===== src/rtl/axil_pkg.sv =====
// rtl/axil_pkg.sv - shared AXI-Lite response codes and default bus widths
package axil_pkg;

    localparam int AXIL_DATA_WIDTH = 32;
    localparam int AXIL_ADDR_WIDTH = 5;
    localparam int AXIL_NUM_REGS   = 6;

    typedef enum logic [1:0] {
        RESP_OKAY   = 2'b00,
        RESP_EXOKAY = 2'b01,
        RESP_SLVERR = 2'b10,
        RESP_DECERR = 2'b11
    } axil_resp_e;

endpackage


===== src/rtl/axil_reg_bank.sv =====
// rtl/axil_reg_bank.sv - register storage with byte-strobed write port and registered read port
module axil_reg_bank #(
    parameter int DATA_WIDTH = 32,
    parameter int NUM_REGS   = 6,
    parameter int IDX_W      = 3
) (
    input  logic                    clk,
    input  logic                    reset,
    input  logic                    wr_en_i,
    input  logic [IDX_W-1:0]        wr_idx_i,
    input  logic [DATA_WIDTH-1:0]   wr_data_i,
    input  logic [DATA_WIDTH/8-1:0] wr_strb_i,
    input  logic                    rd_en_i,
    input  logic [IDX_W-1:0]        rd_idx_i,
    output logic [DATA_WIDTH-1:0]   rd_data_o
);

    localparam int STRB_W = DATA_WIDTH / 8;

    logic [DATA_WIDTH-1:0] regs_q [NUM_REGS];
    logic [DATA_WIDTH-1:0] rd_data_q;
    logic [DATA_WIDTH-1:0] rd_sel;

    // Indices with no matching register read as zero and write nothing.
    always_comb begin
        rd_sel = '0;
        for (int i = 0; i < NUM_REGS; i++) begin
            if (rd_idx_i == IDX_W'(i)) begin
                rd_sel = regs_q[i];
            end
        end
    end

    always_ff @(posedge clk) begin
        if (!reset) begin
            for (int i = 0; i < NUM_REGS; i++) begin
                regs_q[i] <= '0;
            end
            rd_data_q <= '0;
        end else begin
            if (rd_en_i) begin
                rd_data_q <= rd_sel;
            end
            if (wr_en_i) begin
                for (int i = 0; i < NUM_REGS; i++) begin
                    for (int b = 0; b < STRB_W; b++) begin
                        if (wr_idx_i == IDX_W'(i) && wr_strb_i[b]) begin
                            regs_q[i][8*b +: 8] <= wr_data_i[8*b +: 8];
                        end
                    end
                end
            end
        end
    end

    assign rd_data_o = rd_data_q;

endmodule


===== src/rtl/axil_reg_responder.sv =====
// rtl/axil_reg_responder.sv - AXI-Lite slave front end for a small byte-strobed register bank
module axil_reg_responder
    import axil_pkg::*;
#(
    parameter int DATA_WIDTH = AXIL_DATA_WIDTH,
    parameter int ADDR_WIDTH = AXIL_ADDR_WIDTH,
    parameter int NUM_REGS   = AXIL_NUM_REGS
) (
    input  logic                    clk,
    input  logic                    reset,
    input  logic                    awvalid,
    output logic                    awready,
    input  logic [ADDR_WIDTH-1:0]   awaddr,
    input  logic                    wvalid,
    output logic                    wready,
    input  logic [DATA_WIDTH-1:0]   wdata,
    input  logic [DATA_WIDTH/8-1:0] wstrb,
    output logic                    bvalid,
    input  logic                    bready,
    output logic [1:0]              bresp,
    input  logic                    arvalid,
    output logic                    arready,
    input  logic [ADDR_WIDTH-1:0]   araddr,
    output logic                    rvalid,
    input  logic                    rready,
    output logic [DATA_WIDTH-1:0]   rdata,
    output logic [1:0]              rresp
);

    localparam int IDX_W  = ADDR_WIDTH - 2;
    localparam int STRB_W = DATA_WIDTH / 8;

    function automatic logic idx_in_range(input logic [IDX_W-1:0] idx);
        return {1'b0, idx} < (IDX_W+1)'(NUM_REGS);
    endfunction

    logic              aw_held_q, aw_held_d;
    logic [IDX_W-1:0]  aw_idx_q, aw_idx_d;
    logic              w_held_q, w_held_d;
    logic [DATA_WIDTH-1:0] wdata_q, wdata_d;
    logic [STRB_W-1:0] wstrb_q, wstrb_d;
    logic              bvalid_q, bvalid_d;
    axil_resp_e        bresp_q, bresp_d;
    logic              rvalid_q, rvalid_d;
    axil_resp_e        rresp_q, rresp_d;

    logic              aw_hs, w_hs, ar_hs, commit;
    logic [IDX_W-1:0]  ar_idx;
    logic              unused_addr_lsbs;

    assign unused_addr_lsbs = ^{awaddr[1:0], araddr[1:0]};

    // Readies come only from registered state, never from the valids.
    assign awready = !aw_held_q && !bvalid_q;
    assign wready  = !w_held_q && !bvalid_q;
    assign arready = !rvalid_q;

    assign aw_hs  = awvalid && awready;
    assign w_hs   = wvalid && wready;
    assign ar_hs  = arvalid && arready;
    assign commit = aw_held_q && w_held_q;
    assign ar_idx = araddr[ADDR_WIDTH-1:2];

    always_comb begin
        aw_held_d = aw_held_q;
        aw_idx_d  = aw_idx_q;
        w_held_d  = w_held_q;
        wdata_d   = wdata_q;
        wstrb_d   = wstrb_q;
        bvalid_d  = bvalid_q;
        bresp_d   = bresp_q;
        rvalid_d  = rvalid_q;
        rresp_d   = rresp_q;

        if (aw_hs) begin
            aw_held_d = 1'b1;
            aw_idx_d  = awaddr[ADDR_WIDTH-1:2];
        end
        if (w_hs) begin
            w_held_d = 1'b1;
            wdata_d  = wdata;
            wstrb_d  = wstrb;
        end
        if (commit) begin
            aw_held_d = 1'b0;
            w_held_d  = 1'b0;
            bvalid_d  = 1'b1;
            bresp_d   = idx_in_range(aw_idx_q) ? RESP_OKAY : RESP_SLVERR;
        end else if (bvalid_q && bready) begin
            bvalid_d = 1'b0;
        end

        if (ar_hs) begin
            rvalid_d = 1'b1;
            rresp_d  = idx_in_range(ar_idx) ? RESP_OKAY : RESP_SLVERR;
        end else if (rvalid_q && rready) begin
            rvalid_d = 1'b0;
        end
    end

    always_ff @(posedge clk) begin
        if (!reset) begin
            aw_held_q <= 1'b0;
            aw_idx_q  <= '0;
            w_held_q  <= 1'b0;
            wdata_q   <= '0;
            wstrb_q   <= '0;
            bvalid_q  <= 1'b0;
            bresp_q   <= RESP_OKAY;
            rvalid_q  <= 1'b0;
            rresp_q   <= RESP_OKAY;
        end else begin
            aw_held_q <= aw_held_d;
            aw_idx_q  <= aw_idx_d;
            w_held_q  <= w_held_d;
            wdata_q   <= wdata_d;
            wstrb_q   <= wstrb_d;
            bvalid_q  <= bvalid_d;
            bresp_q   <= bresp_d;
            rvalid_q  <= rvalid_d;
            rresp_q   <= rresp_d;
        end
    end

    // Out-of-range indices match no storage, so the bank returns zero for them.
    axil_reg_bank #(
        .DATA_WIDTH(DATA_WIDTH),
        .NUM_REGS  (NUM_REGS),
        .IDX_W     (IDX_W)
    ) u_bank (
        .clk      (clk),
        .reset    (reset),
        .wr_en_i  (commit),
        .wr_idx_i (aw_idx_q),
        .wr_data_i(wdata_q),
        .wr_strb_i(wstrb_q),
        .rd_en_i  (ar_hs),
        .rd_idx_i (ar_idx),
        .rd_data_o(rdata)
    );

    assign bvalid = bvalid_q;
    assign bresp  = bresp_q;
    assign rvalid = rvalid_q;
    assign rresp  = rresp_q;

endmodule


===== config.mk =====
export PLATFORM = sky130hd
export DESIGN_NAME = axil_reg_responder
export DESIGN_NICKNAME = d
export VERILOG_FILES = /design/src/rtl/axil_pkg.sv /design/src/rtl/axil_reg_bank.sv /design/src/rtl/axil_reg_responder.sv
export SDC_FILE = /design/constraint.sdc
export NUM_CORES = 1
export LEC_CHECK = 0
export BUFFER_PORTS_ARGS = -buffer_cell sky130_fd_sc_hd__buf_2
export CORE_UTILIZATION = 55
export DETAILED_ROUTE_END_ITERATION = 10
export GPL_ROUTABILITY_DRIVEN = 0
export GPL_TIMING_DRIVEN = 1
export PLACE_DENSITY = 0.74
export SYNTH_ARGS = -nofsm -noshare
export SYNTH_HDL_FRONTEND = slang
export SYNTH_SLANG_ARGS = --single-unit

===== constraint.sdc =====
create_clock -name clk -period 2.3 [get_ports clk]
set_input_delay 0.23 -clock clk [delete_from_list [all_inputs] [get_ports clk]]
set_output_delay 0.23 -clock clk [all_outputs]
set_load 0.01 [all_outputs]

Yosys cells after proc, flatten, opt, wreduce, memory -nomap -nowiden
Memories as Yosys holds them, arrays and structs flattened. Index checks and enable logic that the tools add are counted.

Register bits after elaboration: 79. Bits in latches: 0. Bits in writable memories: 192. ROM bits: 0. Output and inout bits: 41. Logic and storage cells: 222. Memories kept: 1.

Memory list: u_bank.regs_q (depth 6, bits a word 32, rd ports 6, clocked after memory_dff 0, wr ports 6, RTL line axil_reg_bank.sv:20) `logic [DATA_WIDTH-1:0] regs_q [NUM_REGS];`.

Add/sub/neg operators: 0. Multiply operators: 0. Divide/modulo/power cells: 0. Order comparisons: 2. Equality and inequality tests: 10. Shifts and indexed selects: 0. Muxes and demuxes: 133. Bitwise gates (word level): 25. Reductions and logical operators: 41.

Operators with widths (number): $mux W32 (6); $mux W8 (24); $mux W1 (101); $logic_and A1 B1 Y1 (32); $or A1 B1 Y1 (24); $eq A3 B2 Y1 const B (4); $eq A3 B3 Y1 const B (4); $eq A3 B1 Y1 const B (2); $logic_not A3 Y1 (2); $lt A3 B3 Y1 const B (2); $logic_not A1 Y1 (4); $mux W2 (2); $reduce_bool A2 Y1 (2); $reduce_or A2 Y1 (1); $not A1 Y1 (1).

Longest topological paths before layout
Gate-level depths: netlist (run 1).

Depth in word-level cells: 7. Gate-level depth with buffers: 6. Gate-level depth less buffers: 3.

Cells and area by module
A second synthesis (run 1) with hierarchy kept.

Cell total of the unflattened synthesis: 967. Area total of the unflattened synthesis: 11750.0 µm².

By module, submodules not included: axil_reg_bank (instances 1, cells an instance 764, area an instance 10070.9 µm², seq. area each 6406.1 µm²); axil_reg_responder (instances 1, cells an instance 203, area an instance 1679.1 µm², seq. area each 900.9 µm²).

Least setup slack after synthesis (run 1)
Ideal clock, no wire load.

Path kind: register to register. Start: register aw_idx_q[1]. End: memory u_bank.regs_q[2][0], in the netlist u_bank.regs_q[0][64] (enable). Setup time: 0.384 ns. Arrival: 1.669 ns. Setup slack: 0.247 ns. Cell stages (with the launch flop): 4. Buffers on the path: 1. Period minus slack after synthesis: 2.053 ns. Path through: dfxtp_1 or3b_2 buf_2 o21ai_0.

RTL lines: start: declaration (RTL line axil_reg_responder.sv:38) `logic [IDX_W-1:0] aw_idx_q, aw_idx_d;`; start signal: assignment (RTL line axil_reg_responder.sv:114) `aw_idx_q <= aw_idx_d;`; end: declaration (RTL line axil_reg_bank.sv:20).

Final worst setup path (run 1)
Start: register w_held_q. End: register wdata_q[31].

Longest elaborated chain between the ends: 3.

RTL lines: start: declaration (RTL line axil_reg_responder.sv:39) `logic w_held_q, w_held_d;`; start signal: assignment (RTL line axil_reg_responder.sv:115) `w_held_q <= w_held_d;`; $logic_not A1 Y1 (RTL line axil_reg_responder.sv:55) `assign wready = !w_held_q && !bvalid_q;`; $logic_and A1 B1 Y1 (RTL line axil_reg_responder.sv:55); $logic_and A1 B1 Y1 (RTL line axil_reg_responder.sv:59) `assign w_hs = wvalid && wready;`; end signal: assignment (RTL line axil_reg_responder.sv:116) `wdata_q <= wdata_d;`; end: declaration (RTL line axil_reg_responder.sv:40) `logic [DATA_WIDTH-1:0] wdata_q, wdata_d;`.

No other way between the ends. A chain may end at the register's enable or synchronous reset.

==> results of run 1 <==
==> layout make-up <==
cell class / count / area, sq um / share of cell area
sequential: 269 / 7310 / 0.520
multi-input combinational: 619 / 4230 / 0.301
timing repair buffer: 182 / 1260 / 0.0899
clock buffer: 45 / 846 / 0.0602
tap: 275 / 344 / 0.0245
clock inverter: 6 / 60.1 / 0.00427
inverter: 3 / 11.3 / 0.000801
==> cell families (layout without fill, tap and decap cells) <==
group / Yosys count / count (layout) / synth area share
AO/OA/AOI/OAI: 162 / 162 / 0.0975
AND/OR/NAND/NOR: 388 / 388 / 0.195
multiplexers: 67 / 67 / 0.0632
other: 1 / 2 / 0.000316
flip-flops: 269 / 269 / 0.616
buffers and inverters: 68 / 236 / 0.0285
==> layout by cell type (no fill, tap or decap), drive strengths merged, types with 5 or more instances in the layout <==
cell type	instances
dlygate4sd3	40
dfxtp	77
buf	142
nor2	26
edfxtp	192
and2	192
o211ai	32
clkbuf	45
mux2	63
o221ai	31
clkinv	5
nand2	76
nand3	36
nand4	37
a21boi	40
o21ai	55
==> registers in the layout, summed over array words and instances (netlist names) <==
signal / cells
u_bank.regs_q: 192
wstrb_q: 4
bvalid: 1
aw_held_q: 1
rvalid: 1
wdata_q: 32
rresp: 1
bresp: 1
u_bank.rd_data_o: 32
aw_idx_q: 3
w_held_q: 1
==> how the worst max path moves through the flow <==
stage / start / endpoint / cells past startpoint / slack [ns]
global route: w_held_q / wdata_q[27] / 4 / 0.16
detailed placement: wvalid / wdata_q[27] / 5 / 0.33
floorplan: aw_idx_q[1] / u_bank.regs_q[0][64] / 3 / 0.25
CTS: w_held_q / wdata_q[31] / 4 / 0.31
finish: w_held_q / wdata_q[31] / 4 / 0.30
global placement: wvalid / wdata_q[23] / 5 / 0.36
==> report_power, final <==
group	total, mW	switching, mW	leakage [nW]	internal [mW]
Combinational	0.849	0.501	2.22	0.349
Sequential	5.53	0.150	2.61	5.38
Clock	4.43	1.81	0.446	2.62
Total	10.8	2.46	5.28	8.35
==> metrics by stage <==
| stage | worst slack, ns | power, mW | util | std cells | hold slack, ns |
|---|---|---|---|---|---|
| finish | 0.304 | 10.8 | 0.667 | 1399 | 0.00344 |
| global route | 0.157 | 11.1 | 0.667 | 1399 | 0.0141 |
| CTS | 0.311 | 10.8 | 0.667 | 1399 | 0.00350 |
| detailed placement | 0.327 | 6.42 | 0.605 | 1308 | 0.457 |
| global placement | 0.362 | 6.39 | 0.605 | 1308 | 0.446 |
| floorplan | 0.247 | 6.07 | - | 956 | 0.365 |
==> per-layer routing <==
layer  vias up  global-route usage  share of wire
li1       3786                   -              -
met1      4027               0.334           0.40
met2       294               0.453           0.50
met3        72              0.0349          0.060
met4         0              0.0949          0.033
met5         -                   0              0
==> critical path: stages (launching register included) <==
cell and delay, ns:
sky130_fd_sc_hd__dfxtp_1 0.36, sky130_fd_sc_hd__nor3b_4 1.00, sky130_fd_sc_hd__buf_4 0.34, sky130_fd_sc_hd__nand2_1 0.07
sky130_fd_sc_hd__a21boi_0 0.15
==> timing repair <==
action	in CTS	in global routing
hold buffers	40	0
setup buffers	0	0
endpoints found under the hold margin	39	0
==> results by stage, run 1 <==
Yosys:
- In the synthesized netlist, the cells that appear most often are 192 x sky130_fd_sc_hd__and2_1, 192 x sky130_fd_sc_hd__edfxtp_1, 77 x sky130_fd_sc_hd__dfxtp_1.
- The cell area that synthesis handed to floorplanning was 0.0119 sq mm.
- The flip-flop and latch count after synthesis is 269.
- By area the synthesized netlist is led by sky130_fd_sc_hd__edfxtp_1 49%, sky130_fd_sc_hd__dfxtp_1 13%, sky130_fd_sc_hd__and2_1 10%.
- In the synthesized netlist the async set-or-reset flop fraction comes to 0.
- Of the post-synthesis cell area, the dominant cell type holds 0.486.
- Of all cell types, the one taking the most synthesized area is sky130_fd_sc_hd__edfxtp_1.
- After technology mapping, the gate count stands at 955.
- The average footprint of a synthesized cell is 12.4 sq um.
- The count of synthesis-stage warnings from yosys is 0.
- In this run, synthesis inferred 192 flip-flops with an integrated enable.
- The most used flip-flop cell after synthesis is sky130_fd_sc_hd__edfxtp_1.
- The count of cell types in the netlist is 40.
- The share of the Yosys chip area taken by registers is 0.616.

GRT:
- The global-route congestion overflow total is 0.
- The number of global-route vias before repair is 7952.
- The initial antenna violation count is 0.
- The all-layer global routing usage is 0.261.
- The largest net degree at the start of global routing is 65.
- The first global-routing pass estimated 43600 um of wire.

Power and ir drop:
- IR analysis of the VDD net gives a maximum drop of 0.567 mV.
- The power per cell area is 769 mW/mm^2.
- For this design the static power due to leakage is 5.28 nW.

Run status:
- The flow ran to the end, and the final reports show no timing, DRC or antenna violations.

STA:
- For the finished layout, the period the worst path requires is 2.00 ns.
- The worst slew slack as a fraction of its limit is 0.189.
- The final number of max-transition violations is 0.
- Setup repair after global routing left no endpoint under its margin.
- Setup violations remaining at the end of the flow were counted as 0.
- Across the routed clock network, the largest skew measured is 0.00918 ns.
- The highest attainable clock frequency is 501 MHz.
- The final setup TNS is 0 ns.
- The fraction of the cycle the final worst path needs is 0.868.
- The measured slew at the worst slew-check pin is 1.22 ns.
- The count of endpoints failing hold in the final timing report was 0.

Worst setup path:
- STA classifies the critical path endpoint as a flip-flop.
- The critical path in this run is classified as flip-flop to flip-flop.
- The highest fanout seen on the critical path is 27.
- The reg-to-reg startpoint is w_held_q.
- The reg-to-reg critical path endpoint is wdata_q[31].
- The endpoint required time on the critical path is 2.76 ns.
- The register-to-register setup slack is 0.30 ns.
- The path depth of the worst reg2reg path is 4.
- The type of origin of the critical path is a flip-flop.
- At the worst endpoint, the arrival time is 2.45 ns.

Die:
- After floorplanning, the core was divided into 53 placement rows.
- The die covers 0.0222 sq mm.
- The height of the die is 149 um.
- The initial utilization of the core area, before any placement, comes to 0.563.
- The total core area is 0.0211 sq mm.
- The count of boundary I/O pins is 94.
- The die width is 149 um.

Route:
- The routed design has 28500 um of wire.
- After detailed routing, the number of remaining DRC violations is 0.
- For this block, the via count after detailed routing is 8179.
- The number of iterations in the first detailed-routing pass is 5.
- After detailed routing, the average wire length per cell comes to 20.4 um.
- The DRC violation total after the first TritonRoute iteration is 725.
- Dividing the detail-routed via count by the number of cells gives 5.85.
- The final antenna-violating net count is 0.

CTS:
- The clock passes through at most 3 buffers.
- The clock network latency to the later pin of the worst-skew pair is 0.54 ns.
- The root buffer cell chosen for the clock tree is sky130_fd_sc_hd__clkbuf_16.
- Clock-pin slew was measured on the worst setup and hold paths at 0.06 ns.
- The CTS tree is done.
- CTS built an H-tree with a depth of 1.
- The number of buffers added by the clock tree synthesis step is 28.
- The number of gates resized after CTS was 0.
- For this design, the sink count on the clock tree is 269.

Final layout:
- In the final layout, the share of cells above drive strength 1 is 0.243.
- The filler cells instantiated in the layout total 1564.
- After routing the design area is 0.0141 sq mm.
- The antenna cell count is 0.
- From synthesis to final layout, the design area changed by 18.5%.
- The net count of the finished layout is 1156.

Hold path:
- The end of the worst hold path is wdata_q[3].
- The startpoint of the worst hold path is wdata[3].
- The worst hold path was traced through 3 stages.
- The path category of the worst min-delay check is input port to flip-flop.

Placed design:
- The standard cell area after detailed placement is 0.0128 sq mm.
- The HPWL after detailed placement is 18100 um.
- Input and output buffers added on the ports amount to 87.

Run:
- The max-capacitance violation count is 0.
(Power assumes the default switching activity.)
==> run 2: changes to the inputs <==
Settings changed: MAX_ROUTING_LAYER set to met4.
==> run 2 against run 1 <==
  * Non-clock buffer count unchanged
  * Register-to-register slack about the same
  * Design area unchanged
  * Core utilization unchanged
  * Die area unchanged
  * Total power about the same
  * Critical path type unchanged
  * Largest cell class unchanged
  * Highest routed layer unchanged
==> results by stage, run 2 (synthesis results as in run 1) <==
Run status:
- Outcome: complete, no violations (unchanged).

Final layout:
- The number of fill cells in the layout is 1564 (unchanged).
- The antenna cell count is 0 (unchanged).
- The layout overhead on the synthesized area is 18.5% (unchanged).
- Commonest non-fill, non-tap cells in the layout: 192 x sky130_fd_sc_hd__and2_1, 192 x sky130_fd_sc_hd__edfxtp_1, 86 x sky130_fd_sc_hd__buf_2 (unchanged).
- The area of combinational cells with multiple inputs came to 0.00423 sq mm (unchanged).
- The proportion of layout cells with a drive suffix above 1 is 0.243 (unchanged).
- The largest register by flop count is u_bank.regs_q (unchanged).
- The final cell utilization of the core came to 0.667 (unchanged).
- The combined flip-flop and latch cell area is 0.00731 sq mm (unchanged).
- The net count of the finished layout came to 1156 (unchanged).
- The number of flip-flops in the largest register came to 192 (unchanged).

CTS:
- The clock network latency to the later pin of the worst-skew pair is 0.54 ns (about the same).
- The number of buffers inserted by hold repair at cts is 40 (unchanged).
- The count of cells resized by post-cts repair is 0 (unchanged).
- The count of H-tree levels built during CTS is 1 (unchanged).
- The sink count of the clock tree was 269 (unchanged).
- The CTS tree is done (unchanged).
- The number of buffers inserted to repair setup after CTS is 0 (unchanged).
- The number of buffers added by the clock tree synthesis step is 28 (unchanged).
- The maximum buffer depth of the clock tree is 3 (unchanged).
- The cell at the root of the clock tree is sky130_fd_sc_hd__clkbuf_16 (unchanged).
- The clock transition at the registers of the reported paths is 0.06 ns (about the same).

Die:
- The full die area is 0.0222 sq mm (unchanged).
- The count of boundary I/O pins was 94 (unchanged).
- The height of the die is 149 um (unchanged).
- The initial core utilization was 0.563 (unchanged).
- The placement row count is 53 (unchanged).
- The total core area is 0.0211 sq mm (unchanged).
- The die width was 149 um (unchanged).

Worst setup path:
- The start point of the critical path is w_held_q (unchanged).
- The type of origin of the critical path is a flip-flop (unchanged).
- The endpoint class of the critical path is a flip-flop (unchanged).
- The reg-to-reg startpoint is w_held_q (unchanged).
- The data arrival time at the worst-slack endpoint is 2.46 ns (was 2.45 ns).
- The category of the critical setup timing path is flip-flop to flip-flop (unchanged).
- The register-to-register setup slack was 0.30 ns (about the same).
- The highest fanout seen on the critical path is 27 (unchanged).
- The worst setup path endpoint is wdata_q[31] (unchanged).
- The path depth of the worst reg2reg path is 4 (unchanged).
- The endpoint required time on the critical path was 2.76 ns (about the same).
- The reg-to-reg critical path endpoint was wdata_q[31] (unchanged).

Power and ir drop:
- The maximum vdd ir drop is 0.567 mV (about the same).
- The leakage power of the design is 5.28 nW (unchanged).
- The total design power was 10.8 mW (about the same).
- The power per cell area was 769 mW/mm^2 (about the same).

Route:
- The via count normalized by instance count is 5.83 (was 5.85).
- The final wirelength came to 28500 um (about the same).
- The number of iterations in the first detailed-routing pass came to 5 (unchanged).
- The DRC violation total after the first TritonRoute iteration is 703 (was 725).
- The average wire length per cell after detail routing is 20.4 um (about the same).
- The total length of routed met3 wires is 1480 um (was 1720 um).
- The count of vias placed by the detailed router was 8160 (was 8179).
- The uppermost layer routed is met4 (unchanged).
- The final antenna-violating net count is 0 (unchanged).
- The met2 wirelength from detailed routing is 14400 um (about the same).
- The met1 routed wirelength after detailed routing is 11700 um (was 11500 um).
- The post-detailed-route DRC marker count is 0 (unchanged).

STA:
- The final number of max-transition violations was 0 (unchanged).
- The measured slew at the worst slew-check pin is 1.21 ns (was 1.22 ns).
- The shortest period the worst path allows is 2.00 ns (about the same).
- The final setup TNS came to 0 ns (unchanged).
- The worst slew slack as a fraction of its limit came to 0.192 (was 0.189).
- The worst setup margin is 0.303 ns (was 0.304 ns).
- The count of final setup violators is 0 (unchanged).
- The setup skew after layout is 0.0106 ns (was 0.00918 ns).
- The highest attainable clock frequency is 501 MHz (about the same).
- The worst hold margin is 0.000227 ns (was 0.00344 ns).
- RSZ-0062 raised after global routing: no (unchanged).
- The fraction of the cycle the final worst path needs is 0.868 (about the same).
- The count of endpoints failing hold in the final timing report is 0 (unchanged).

GRT:
- The all-layer global routing usage came to 0.269 (was 0.261).
- The initial antenna violation count was 0 (unchanged).
- The largest net degree at the start of global routing is 65 (unchanged).
- The global-route congestion overflow total is 0 (unchanged).
- The wire length of the first global-routing pass came to 43600 um (about the same).
- The number of global-route vias before repair is 7959 (was 7952).

Run:
- The max-capacitance violation count is 0 (unchanged).

Placed design:
- The post-placement worst setup slack is 0.327 ns (unchanged).
- The count of buffers from port buffering came to 87 (unchanged).
- The HPWL after detailed placement is 18100 um (unchanged).

Hold path:
- The number of cells on the worst hold path was 3 (unchanged).
- The path category of the worst min-delay check is input port to flip-flop (unchanged).
[run 2: cell counts in the layout (fill, tap and decap cells not counted)]
No cell type changed its count.
[run 2: worst min-delay path by stage]
stage	endpoint	startpoint	slack, ns
2_1_floorplan	wdata_q[12]	wdata[12]	0.36
3_3_place_gp	rresp[1]	rresp[1]	0.45
3_5_place_dp	rresp[1]	rresp[1]	0.46
4_1_cts	wdata_q[3]	wdata[3]	0.003
5_1_grt	wdata_q[3]	wdata[3]	0.01
6_report	wdata_q[3]	wdata[3]	0.0002
[run 2: metal layers]
| metal | vias to the layer above | GRT usage |
|---|---|---|
| li1 | 3793 | - |
| met1 | 4046 | 0.334 |
| met3 | 64 | 0.0339 |
| met5 | - | - |
| met4 | 0 | 0.0980 |
| met2 | 257 | 0.451 |
[run 2: through the flow]
step / instance area, sq um / instances
after floorplan: 11900 / 956
after global placement: 12800 / 1308
after detailed placement: 12800 / 1308
after CTS: 14100 / 1399
after global routing: 14100 / 1399
final: 14100 / 1399
[run 2: cell type report]
class | count | area share
Clock inverter | 6 | 0.00427
Tap cell | 275 | 0.0245
Inverter | 3 | 0.000801
Clock buffer | 45 | 0.0602
Timing Repair Buffer | 182 | 0.0899
Sequential cell | 269 | 0.520
Multi-Input combinational cell | 619 | 0.301
[run 2: worst max-delay path: stages, from the launching register on]
cell	delay, ns
sky130_fd_sc_hd__dfxtp_1	0.35
sky130_fd_sc_hd__nor3b_4	1.00
sky130_fd_sc_hd__buf_4	0.35
sky130_fd_sc_hd__nand2_1	0.07
sky130_fd_sc_hd__a21boi_0	0.15
[run 2: where the power goes]
part           switching [mW]  total, mW  internal, mW  leakage (nW)
registers               0.150       5.53          5.38          2.61
logic                   0.501      0.849         0.349          2.22
clock network            1.81       4.43          2.62         0.446
==> run 3: changes to the inputs <==
Settings changed: CORE_UTILIZATION 55 to 54, PLACE_DENSITY 0.74 to 0.76.
Clock period 2.3 ns to 1.8 ns, I/O delays scaled along.
==> run 3 against run 2 <==
  * Critical endpoint is now u_bank.regs_q[0][60]
  * Total power is 29% higher
  * Critical path depth is 1 lower
  * Register-to-register slack worse by 0.27 ns
  * Sequential cell count stayed put
  * First-iteration DRC count is 3.8% lower
  * Count of clock-buffer cells in the layout is 9 lower
  * Worst hold slack better by 0.088 ns
==> results by stage, run 3 (synthesis results as in run 1) <==
GRT:
- The wire length of the first global-routing pass was 42400 um (was 43600 um).
- The largest net degree at the start of global routing was 65 (unchanged).
- The initial antenna violation count is 0 (unchanged).
- The number of global-route vias before repair is 7987 (was 7959).
- The all-layer global routing usage is 0.256 (was 0.269).
- The global-route congestion overflow total is 0 (unchanged).

Die:
- The placement row count is 53 (unchanged).
- The full die area is 0.0226 sq mm (was 0.0222 sq mm).
- The height of the die is 150 um (was 149 um).
- The count of boundary I/O pins is 94 (unchanged).
- The die width was 150 um (was 149 um).
- The initial core utilization is 0.557 (was 0.563).
- The total core area is 0.0213 sq mm (was 0.0211 sq mm).

Route:
- The number of iterations in the first detailed-routing pass is 5 (unchanged).
- The DRC violation total after the first TritonRoute iteration is 676 (was 703).
- The final antenna-violating net count is 0 (unchanged).
- The post-detailed-route DRC marker count is 0 (unchanged).
- The via count normalized by instance count is 5.69 (was 5.83).
- The final wirelength came to 27400 um (was 28500 um).
- The count of vias placed by the detailed router is 7999 (was 8160).
- The average wire length per cell after detail routing is 19.5 um (was 20.4 um).

Final layout:
- The largest register by flop count is u_bank.regs_q (unchanged).
- The number of flip-flops in the largest register came to 192 (unchanged).
- The final standard cell area without fillers is 0.0142 sq mm (was 0.0141 sq mm).
- The final cell utilization of the core is 0.668 (was 0.667).
- The proportion of layout cells with a drive suffix above 1 is 0.246 (was 0.243).
- The layout overhead on the synthesized area was 19.7% (was 18.5%).
- The number of fill cells in the layout was 1569 (was 1564).
- Commonest non-fill, non-tap cells in the layout: 192 x sky130_fd_sc_hd__and2_1, 192 x sky130_fd_sc_hd__edfxtp_1, 86 x sky130_fd_sc_hd__buf_2 (unchanged).
- The net count of the finished layout is 1164 (was 1156).
- The antenna cell count was 0 (unchanged).

STA:
- The final number of max-transition violations is 0 (unchanged).
- The worst hold margin was 0.0887 ns (was 0.000227 ns).
- The worst slew slack as a fraction of its limit is 0.665 (was 0.192).
- The setup skew after layout is 0.00925 ns (was 0.0106 ns).
- The count of final setup violators is 0 (unchanged).
- The count of endpoints failing hold in the final timing report is 0 (unchanged).
- RSZ-0062 raised after global routing: yes (was no).
- The shortest period the worst path allows is 1.77 ns (was 2.00 ns).
- The highest attainable clock frequency is 566 MHz (was 501 MHz).
- The measured slew at the worst slew-check pin is 0.501 ns (was 1.21 ns).
- The fraction of the cycle the final worst path needs is 0.982 (was 0.868).

CTS:
- The sink count of the clock tree was 269 (unchanged).
- The maximum buffer depth of the clock tree is 3 (unchanged).
- The count of H-tree levels built during CTS is 1 (unchanged).
- The number of buffers added by the clock tree synthesis step is 27 (was 28).
- The clock network latency to the later pin of the worst-skew pair came to 0.53 ns (was 0.54 ns).
- The clock transition at the registers of the reported paths is 0.06 ns (about the same).
- The cell at the root of the clock tree was sky130_fd_sc_hd__clkbuf_16 (unchanged).
- The CTS tree is done (unchanged).

Hold path:
- The path category of the worst min-delay check is input port to flip-flop (unchanged).

Worst setup path:
- The highest fanout seen on the critical path was 8 (was 27).
- The cell with the biggest individual delay on the critical path was sky130_fd_sc_hd__or3b_2 (was sky130_fd_sc_hd__nor3b_4).
- The endpoint class of the critical path is a flip-flop (unchanged).
- The endpoint required time on the critical path came to 2.03 ns (was 2.76 ns).
- The data arrival time at the worst-slack endpoint is 2.00 ns (was 2.46 ns).
- The category of the critical setup timing path is flip-flop to flip-flop (unchanged).
- The type of origin of the critical path is a flip-flop (unchanged).
- The longest individual stage delay on the worst path is 0.67 ns (was 1.00 ns).
- Cell-by-cell listing of the critical path: or3b_2 -> o21ai_1 -> buf_4 (was nor3b_4 -> buf_4 -> nand2_1 -> a21boi_0).
- The register-to-register setup slack is 0.03 ns (was 0.30 ns).

Placed design:
- The standard cell area after detailed placement is 0.0129 sq mm (was 0.0128 sq mm).
- The count of buffers from port buffering is 87 (unchanged).
- The HPWL after detailed placement came to 17900 um (was 18100 um).

Run:
- The max-capacitance violation count was 0 (unchanged).

Power and ir drop:
- The leakage power of the design is 5.33 nW (was 5.28 nW).
- The maximum vdd ir drop is 0.610 mV (was 0.567 mV).
- The power per cell area came to 984 mW/mm^2 (was 769 mW/mm^2).

Run status:
- Outcome: complete, no violations (unchanged).
run 3: layout make-up:
cell class / instances / area [sq um] / area share
clock buffers: 36 / 729 / 0.0513
clock inverters: 13 / 190 / 0.0134
inverters: 3 / 11.3 / 0.000792
multi-input cells: 619 / 4230 / 0.298
flip-flops and latches: 269 / 7310 / 0.514
well taps: 275 / 344 / 0.0242
repair buffers: 191 / 1400 / 0.0984
run 3: worst max-delay path, delay by kind of cell, from the launching register on:
| family | cells | cell delay [ns] |
|---|---|---|
| AO/OA/AOI/OAI | 1 | 0.19 |
| flip-flops | 1 | 0.42 |
| AND/OR/NAND/NOR | 1 | 0.67 |
| buffers and inverters | 1 | 0.20 |
run 3: power breakdown:
part           internal [mW]  switching [mW]  leakage, nW  total (mW)
Combinational          0.485           0.637         2.28        1.12
Sequential              6.87           0.193         2.61        7.06
Clock                   3.55            2.25        0.442        5.80
run 3: metrics by stage:
stage / setup slack (ns) / TNS, ns / power (mW) / std cells
global placement: 0.0647 / 0 / 8.20 / 1315
CTS: 0.00600 / 0 / 14.0 / 1406
floorplan: -0.147 / -20.14 / 7.76 / 956
global route: -0.0600 / -3.78 / 14.4 / 1406
detailed placement: 0.0206 / 0 / 8.24 / 1315
finish: 0.0326 / 0 / 14.0 / 1406
run 3: metal layers:
metal | track usage | up-vias | wire length [um]
met5 | - | - | 0
met4 | 0.0737 | 0 | 561
met3 | 0.0264 | 47 | 1240
met2 | 0.449 | 230 | 14100
met1 | 0.314 | 3915 | 11500
li1 | - | 3807 | -
run 3: path summary, 6_finish.rpt:
check	startpoint	endpoint	cells past startpoint
setup / recovery	aw_idx_q[0]	u_bank.regs_q[0][60]	3
hold / removal	reset	aw_held_q	2
setup reg to reg	aw_idx_q[0]	u_bank.regs_q[0][60]	3
hold reg to reg	rresp[1]	rresp[1]	2
run 3: repair_timing:
item | CTS | global route
gates resized for setup | 0 | 1
setup endpoints to repair | 0 | 121
setup buffers | 0 | 0
hold endpoints to repair | 41 | 0
hold buffers | 42 | 0
